**src/rtl/tdc_timestamp_packer.sv**
```systemverilog
// tdc_timestamp_packer: pairs adder-tree fine codes with a latency-compensated coarse count and buffers them in a FIFO.
// Optional feature: define TDC_TS_DROP_CNT_EN to add o_Drop_Count, a saturating count of dropped events.
module tdc_timestamp_packer #(
    parameter int WIDTH_FINE   = 17,
    parameter int WIDTH_COARSE = 24,
    parameter int TREE_LATENCY = 3,
    parameter int FIFO_DEPTH   = 8
) (
    input  logic                                 i_Clk,
    input  logic                                 i_Reset_N,
    input  logic [WIDTH_FINE-1:0]                i_Fine_Code,
    input  logic                                 i_Fine_Valid,
    input  logic                                 i_Coarse_Clear,
    output logic [WIDTH_COARSE+WIDTH_FINE-1:0]   o_Ts_Data,
    output logic                                 o_Ts_Valid,
    input  logic                                 i_Ts_Ready,
    output logic [$clog2(FIFO_DEPTH+1)-1:0]      o_Fifo_Level,
    output logic                                 o_Overflow,
    input  logic                                 i_Overflow_Clr,
`ifdef TDC_TS_DROP_CNT_EN
    output logic [15:0]                          o_Drop_Count,
`endif
    output logic                                 o_Coarse_Wrap
);
    localparam int AW = $clog2(FIFO_DEPTH);
    localparam int PW = AW + 1;
    localparam int LW = $clog2(FIFO_DEPTH + 1);
    localparam int DW = WIDTH_COARSE + WIDTH_FINE;

    logic [WIDTH_COARSE-1:0] cnt;
    logic [WIDTH_COARSE-1:0] hist [TREE_LATENCY];
    logic [DW-1:0]           mem  [FIFO_DEPTH];
    logic [PW-1:0]           wptr, rptr;
    logic                    full, empty, rd, wr, drop;

    assign empty      = wptr == rptr;
    assign full       = (wptr[AW] != rptr[AW]) && (wptr[AW-1:0] == rptr[AW-1:0]);
    assign rd         = !empty && i_Ts_Ready;
    assign wr         = i_Fine_Valid && (!full || rd);
    assign drop       = i_Fine_Valid && full && !rd;
    assign o_Ts_Valid = !empty;
    assign o_Ts_Data  = mem[rptr[AW-1:0]];

    // Free-running coarse counter; wrap pulse accompanies the natural roll-over to 0, never a clear.
    always_ff @(posedge i_Clk or negedge i_Reset_N) begin
        if (!i_Reset_N) begin
            cnt           <= '0;
            o_Coarse_Wrap <= 1'b0;
        end else begin
            cnt           <= i_Coarse_Clear ? '0 : cnt + WIDTH_COARSE'(1);
            o_Coarse_Wrap <= !i_Coarse_Clear && (cnt == '1);
        end
    end

    // Counter history so a hit leaving the tree is stamped with the count from when it was sampled.
    always_ff @(posedge i_Clk or negedge i_Reset_N) begin
        if (!i_Reset_N) begin
            for (int i = 0; i < TREE_LATENCY; i++) hist[i] <= '0;
        end else begin
            hist[0] <= cnt;
            for (int i = 1; i < TREE_LATENCY; i++) hist[i] <= hist[i-1];
        end
    end

    // Timestamp FIFO storage, pointers and occupancy.
    always_ff @(posedge i_Clk or negedge i_Reset_N) begin
        if (!i_Reset_N) begin
            for (int i = 0; i < FIFO_DEPTH; i++) mem[i] <= '0;
            wptr         <= '0;
            rptr         <= '0;
            o_Fifo_Level <= '0;
        end else begin
            if (wr) begin
                mem[wptr[AW-1:0]] <= {hist[TREE_LATENCY-1], i_Fine_Code};
                wptr              <= wptr + PW'(1);
            end
            if (rd) rptr <= rptr + PW'(1);
            if (wr && !rd) o_Fifo_Level <= o_Fifo_Level + LW'(1);
            else if (rd && !wr) o_Fifo_Level <= o_Fifo_Level - LW'(1);
        end
    end

    // Sticky overflow flag; a new drop takes priority over a clear in the same cycle.
    always_ff @(posedge i_Clk or negedge i_Reset_N) begin
        if (!i_Reset_N) o_Overflow <= 1'b0;
        else o_Overflow <= drop ? 1'b1 : (i_Overflow_Clr ? 1'b0 : o_Overflow);
    end

`ifdef TDC_TS_DROP_CNT_EN
    // Saturating drop counter; a drop coinciding with a clear restarts the count at 1.
    always_ff @(posedge i_Clk or negedge i_Reset_N) begin
        if (!i_Reset_N) o_Drop_Count <= '0;
        else if (drop) o_Drop_Count <= i_Overflow_Clr ? 16'd1 : (o_Drop_Count == 16'hFFFF ? o_Drop_Count : o_Drop_Count + 16'd1);
        else if (i_Overflow_Clr) o_Drop_Count <= '0;
    end
`endif
endmodule

```
**config.mk**
```make
export PLATFORM = sky130hd
export DESIGN_NAME = tdc_timestamp_packer
export DESIGN_NICKNAME = d
export VERILOG_FILES = /design/src/rtl/tdc_timestamp_packer.sv
export SDC_FILE = /design/constraint.sdc
export NUM_CORES = 1
export LEC_CHECK = 0
export ABC_AREA = 1
export BUFFER_PORTS_ARGS = -buffer_cell sky130_fd_sc_hd__buf_2
export CAP_MARGIN = 25
export CORE_UTILIZATION = 60
export DETAILED_ROUTE_END_ITERATION = 7
export PLACE_DENSITY = 0.77
export SLEW_MARGIN = 20
export SYNTH_ARGS = -nofsm -noshare
export SYNTH_HDL_FRONTEND = slang
export SYNTH_SLANG_ARGS = --single-unit
```
**constraint.sdc**
```tcl
create_clock -name i_Clk -period 3.16 [get_ports i_Clk]
set_input_delay 0 -clock i_Clk [delete_from_list [all_inputs] [get_ports i_Clk]]
set_output_delay 0 -clock i_Clk [all_outputs]
set_load 0.005 [all_outputs]
```
Word level (Yosys, flattened, before mapping)
Index checks and enable logic that the tools add are counted.

Register bits: 438. Input port bits: 23. Output and inout bits: 48. Word-level logic and storage cells: 59.

Add/subtract/negate cells: 5. $lt $le $gt $ge: 3. Equal/unequal tests: 4. Multiplexer cells: 11. Bitwise gates (word level): 2. Reductions and logical operators: 17.

Operator list (number): bitwise mux 328 bit (1); binary-select mux 41 bit (select 3 bit) (1); demux 41 bit (select 3 bit) (1); 2-to-1 mux 41 bit (3); adder 24 x 1 -> 24 bit, second input constant (1); equality test 24 bit, second input constant (1); 2-to-1 mux 24 bit (1); adder 4 x 1 -> 4 bit, second input constant (3); logical AND 1 bit (9); greater-or-equal comparator 4 bit, second input constant (2); 2-to-1 mux 4 bit (2); NOT 3 -> 4 bit (2); logical NOT 1 bit (5); equality test 4 bit (1); < comparator 4 x 1 -> 1 bit, second input constant (1); nonzero test 2 bit (2); subtractor 4 x 1 -> 4 bit, second input constant (1); equality test 3 bit (1); 2-to-1 mux 1 bit (2); logical OR 1 bit (1); inequality test 1 bit (1).

Longest topological paths before layout
Word-level depth: 9. Depth in mapped cells: 17. Depth with buffers taken out: 15.

Worst setup path before layout
OpenSTA, ideal clock, no wires.

Path kind: register to register. From: register rptr[2]. To: register o_Fifo_Level[3]. Setup time: 0.116 ns. Arrival time: 2.261 ns. Required time: 3.044 ns. Slack: 0.783 ns. Cell stages (with the launch flop): 15. Path buffers: 2. Clock period less this slack: 2.377 ns. Path through: dfrtp_1 > buf_2 > xnor2_1 > nand4_2 > buf_6 > nand2_1 > inv_1 > ha_1 > inv_1 > ha_1 > a21oi_1 > nand2_1 > xor2_1 > nand2_1 > nand2_1.

Word-level cells in the longest chain between the ends: 8. Elaborated cells on any way between the ends: 14. Those cells by class: 2 x eq/ne; 1 x mux; 11 x reduce/logical.

RTL lines: from (decl) (RTL line 33) `logic [PW-1:0] wptr, rptr;`; from (signal assigned) (RTL line 77) `if (rd) rptr <= rptr + PW'(1);`; equality test 4 bit or equality test 3 bit (tied branches) (RTL line 36, 37); logical NOT 1 bit or logical AND 1 bit (tied branches) (RTL line 38, 37); logical AND 1 bit or logical NOT 1 bit (tied branches) (RTL line 38, 39); logical OR 1 bit * (RTL line 39) `assign wr = i_Fine_Valid && (!full || rd);`; logical AND 1 bit * (RTL line 39); named net wr (RTL line 34) `logic full, empty, rd, wr, drop;`; logical NOT 1 bit (RTL line 79) `else if (rd && !wr) o_Fifo_Level <= o_Fifo_Level - LW'(1);`; logical AND 1 bit (RTL line 79); nonzero test 2 bit (no source line); to (signal assigned) (RTL line 78) `if (wr && !rd) o_Fifo_Level <= o_Fifo_Level + LW'(1);`; to (signal assigned) (RTL line 79); to (decl) (RTL line 17) `output logic [$clog2(FIFO_DEPTH+1)-1:0] o_Fifo_Level,`.

The timed path passes the listed nets; every way through them passes the cells marked *. A chain may end at the register's enable or synchronous reset.

Worst setup path in the final report
From: register wptr[1]. To: register o_Fifo_Level[3].

Word-level cells in the longest chain between the ends: 8. Elaborated cells on any way between the ends: 14. Those cells by class: 2 x eq/ne; 1 x mux; 11 x reduce/logical.

RTL lines: from (decl) (RTL line 33); from (signal assigned) (RTL line 75) `wptr <= wptr + PW'(1);`; equality test 4 bit or equality test 3 bit (tied branches) (RTL line 36, 37); logical NOT 1 bit or logical AND 1 bit (tied branches) (RTL line 38, 37); logical AND 1 bit or logical NOT 1 bit (tied branches) (RTL line 38, 39); logical OR 1 bit * (RTL line 39); logical AND 1 bit * (RTL line 39); named net wr (RTL line 34); logical NOT 1 bit (RTL line 79); logical AND 1 bit (RTL line 79); nonzero test 2 bit (no source line).

Marked as above.

==> results.toml <==
[run_status]
status = "complete, no violations"

[grt]
grt.total_usage_pct = 33.6
use_met3_pct = 4.42
grt-ovfl-total = 0
use_met1_pct = 47.0
grt-busiest-layer = "met2"
grt_use_met2_pct = 53.3
grt_pass1_wl_mm = 94.0
grt_antenna_before_repair = 0
grt_pass1_vias = 17500
grt_max_degree = 166

[power_and_ir_drop]
p_leak_nw = 11.5
peakVddDrop_v = 0.000752
p_int_mw = 12.0
p_sw_share_pct = 40.4
combPwrFrac_pct = 38.5
clkPwrFrac_pct = 25.1
power_density_nw_per_um2 = 905
p_switching_mw = 8.14
pwr-share-seq_pct = 36.4

[sta]
setup_violations = 0
timing.hold.ws_ps = 139
maxSlewHeadroom_pct = 31.2
finalCritPeriodShare_pct = 92.2
rsz0062_at_grt = "no"
max_freq_mhz = 343
maxSlewViolCount = 0
final.setup.tns_ps = 0
worstMarginPinSlew_ps = 1030
finalHoldViolCount = 0
skew_ps = 35.4
fin_crit_ps = 2910

[clock_tree]
cts_max_level = 2
cts.clk_slew.worst_paths_ps = 60
postCtsSetupBuffers = 0
cts_sinks = 438
cts_root_buffer = "clkbuf_16"
cts_tree = "built"
clockBufferDepth = 3
cts_buffers = 45
clkLatencyLatePin_ps = 560

[critical_path]
rr_worst_depth = 15
crit_path_max_incr_delay_ps = 640
setup.worst_path.start = "wptr[1]"
crit_slowest_cell = "dfrtp_1"
arrival_ps = 3340
cp-end-kind = "flop"
rr_startpoint = "wptr[1]"
crit_buf_inv = 3
path_delay_family = "simple AND/OR/NAND/NOR gates"
crit_top_cell = "nand2_1"
path_class = "flop to flop"
path_depth = 15
worst_setup_path_start_kind = "flop"
critPathMaxFanout = 8
required_ps = 3590
crit_path_cell_trace = "inv_2, nand2_1, nand2_1, nor2_2, nand4_4, nand2_1, inv_1, ha_1, inv_1, ha_1, a21oi_1, nand2_1, xor2_1, nand2_1, nand2_1"

[hold_path]
hold_path_class = "input port to asynchronous set/reset pin"

[floorplan]
start_util_pct = 60.9
fp-row-count = 67
coreArea_um2 = 33400
chipWidth_um = 186
die_h_um = 186
ios = 71
dieArea_um2 = 34700

[synth]
yosysSeqAreaShare_pct = 53.8
synth_cell_type_count = 28
syn_nets = 2473
ys_warn_count = 0
avgSynthCellArea_um2 = 8.34
synth-seq-cells = 438
synth_area_leaders = "dfrtp_1 (54%), nand2_1 (16%), nand4_1 (10%), o21ai_0 (4.3%), nor2_1 (3.7%)"
netlist.area_leader.share_pct = 53.8
synth_top_area_cell = "dfrtp_1"
syn_area_um2 = 20400
syn_inst = 2443

[routing]
drtIter0Drc = 2279
num_vias = 17900
drt-vias-per-instance = 6.24
routed_wl_mm = 57.9
firstDrtPassIters = 7
wl_per_cell_um = 20.2
drc = 0
ant_nets = 0

[placement]
place.gp.congestion = 0.864
port_buffers = 70
dpl.hpwl_mm = 30.1
dp.cells = 2768

[layout]
syn_to_final_growth_pct = 9.11
layout_common_cells = "nand2_1 (854), dfrtp_1 (435), nand4_1 (329), nor2_1 (200), o21ai_0 (177)"
stdcell_count = 2868
drive_gt1_share_pct = 8.80
nets = 2419
mostFrequentLayoutCell = "nand2_1"
n_antenna_cell = 0

[run]
maxCapViolations = 0
==> layout make-up <==
class,count,area [µm²]
timing repair buffer,146,1120
clock inverter,10,91.3
inverter,37,141
clock buffer,68,1290
multi-input combinational,1721,8070
tap,448,561
sequential,438,11000
fill,2670,11200
==> cell usage after synthesis, drive strengths merged <==
cell type / count
buf: 90
a31oi: 2
nand4: 330
dfrtp: 438
ha: 6
nor3b: 1
nand3b: 1
nand2: 854
inv: 37
a21oi: 14
nor3: 14
o21ai: 177
o22ai: 83
xor2: 7
fa: 1
xnor2: 7
clkbuf: 157
nand3: 23
nor2: 201
==> per-layer routing <==
metal | up-vias | part of all wire [%]
met5 | - | 0
li1 | 8096 | -
met4 | 0 | 3.4
met1 | 8610 | 40
met3 | 170 | 9.7
met2 | 1014 | 47
==> power by group through the flow <==
stage / sequential (mW) / clock (mW) / combinational, mW
CTS: 7.31 / 5.11 / 7.58
global placement: 7.35 / 0 / 7.29
detailed placement: 7.40 / 0 / 7.50
global route: 7.45 / 5.32 / 8.46
floorplan: 7.17 / 0 / 5.09
finish: 7.33 / 5.06 / 7.75
==> state kept, by name, summed over array words and instances (netlist names) <==
register       flops
rptr               4
o_Coarse_Wrap      1
cnt               24
hist              72
wptr               4
o_Fifo_Level       4
o_Overflow         1
mem              328
==> kinds of logic after synthesis <==
logic type | after synthesis | synth area share, %
buf+inv | 284 | 7.07
compound gates | 276 | 7.30
fa+ha+maj | 7 | 0.466
simple gates | 1424 | 30.8
xor+xnor | 14 | 0.601
flops | 438 | 53.8
==> final timing paths <==
check | to | slack (ps)
worst max register to register | o_Fifo_Level[3] | 250
worst min-delay path | mem[167] | 140
worst max-delay path | o_Fifo_Level[3] | 250
max in group asynchronous | cnt[3] | 1990
min in group i_Clk | o_Overflow | 200
worst min register to register | hist[0] | 340
==> through the flow <==
step	power (mW)	setup slack (ps)	util [%]	cell area (µm²)
final	20.1	247	66.5	22200
after detailed placement	14.9	389	61.7	20600
after floorplan	12.3	783	-	20400
after CTS	20.0	129	66.5	22200
after global placement	14.6	493	61.6	20600
after global routing	21.2	94.2	66.5	22200
==> what timing repair did <==
| item | 4_1_cts | 5_1_grt |
|---|---|---|
| gates resized for setup | 0 | 1 |
| hold endpoints to repair | 259 | 0 |
| hold buffers | 22 | 0 |
| endpoints found under the setup margin | 0 | 3 |
No activity file was read; power rests on OpenSTA's default activity.
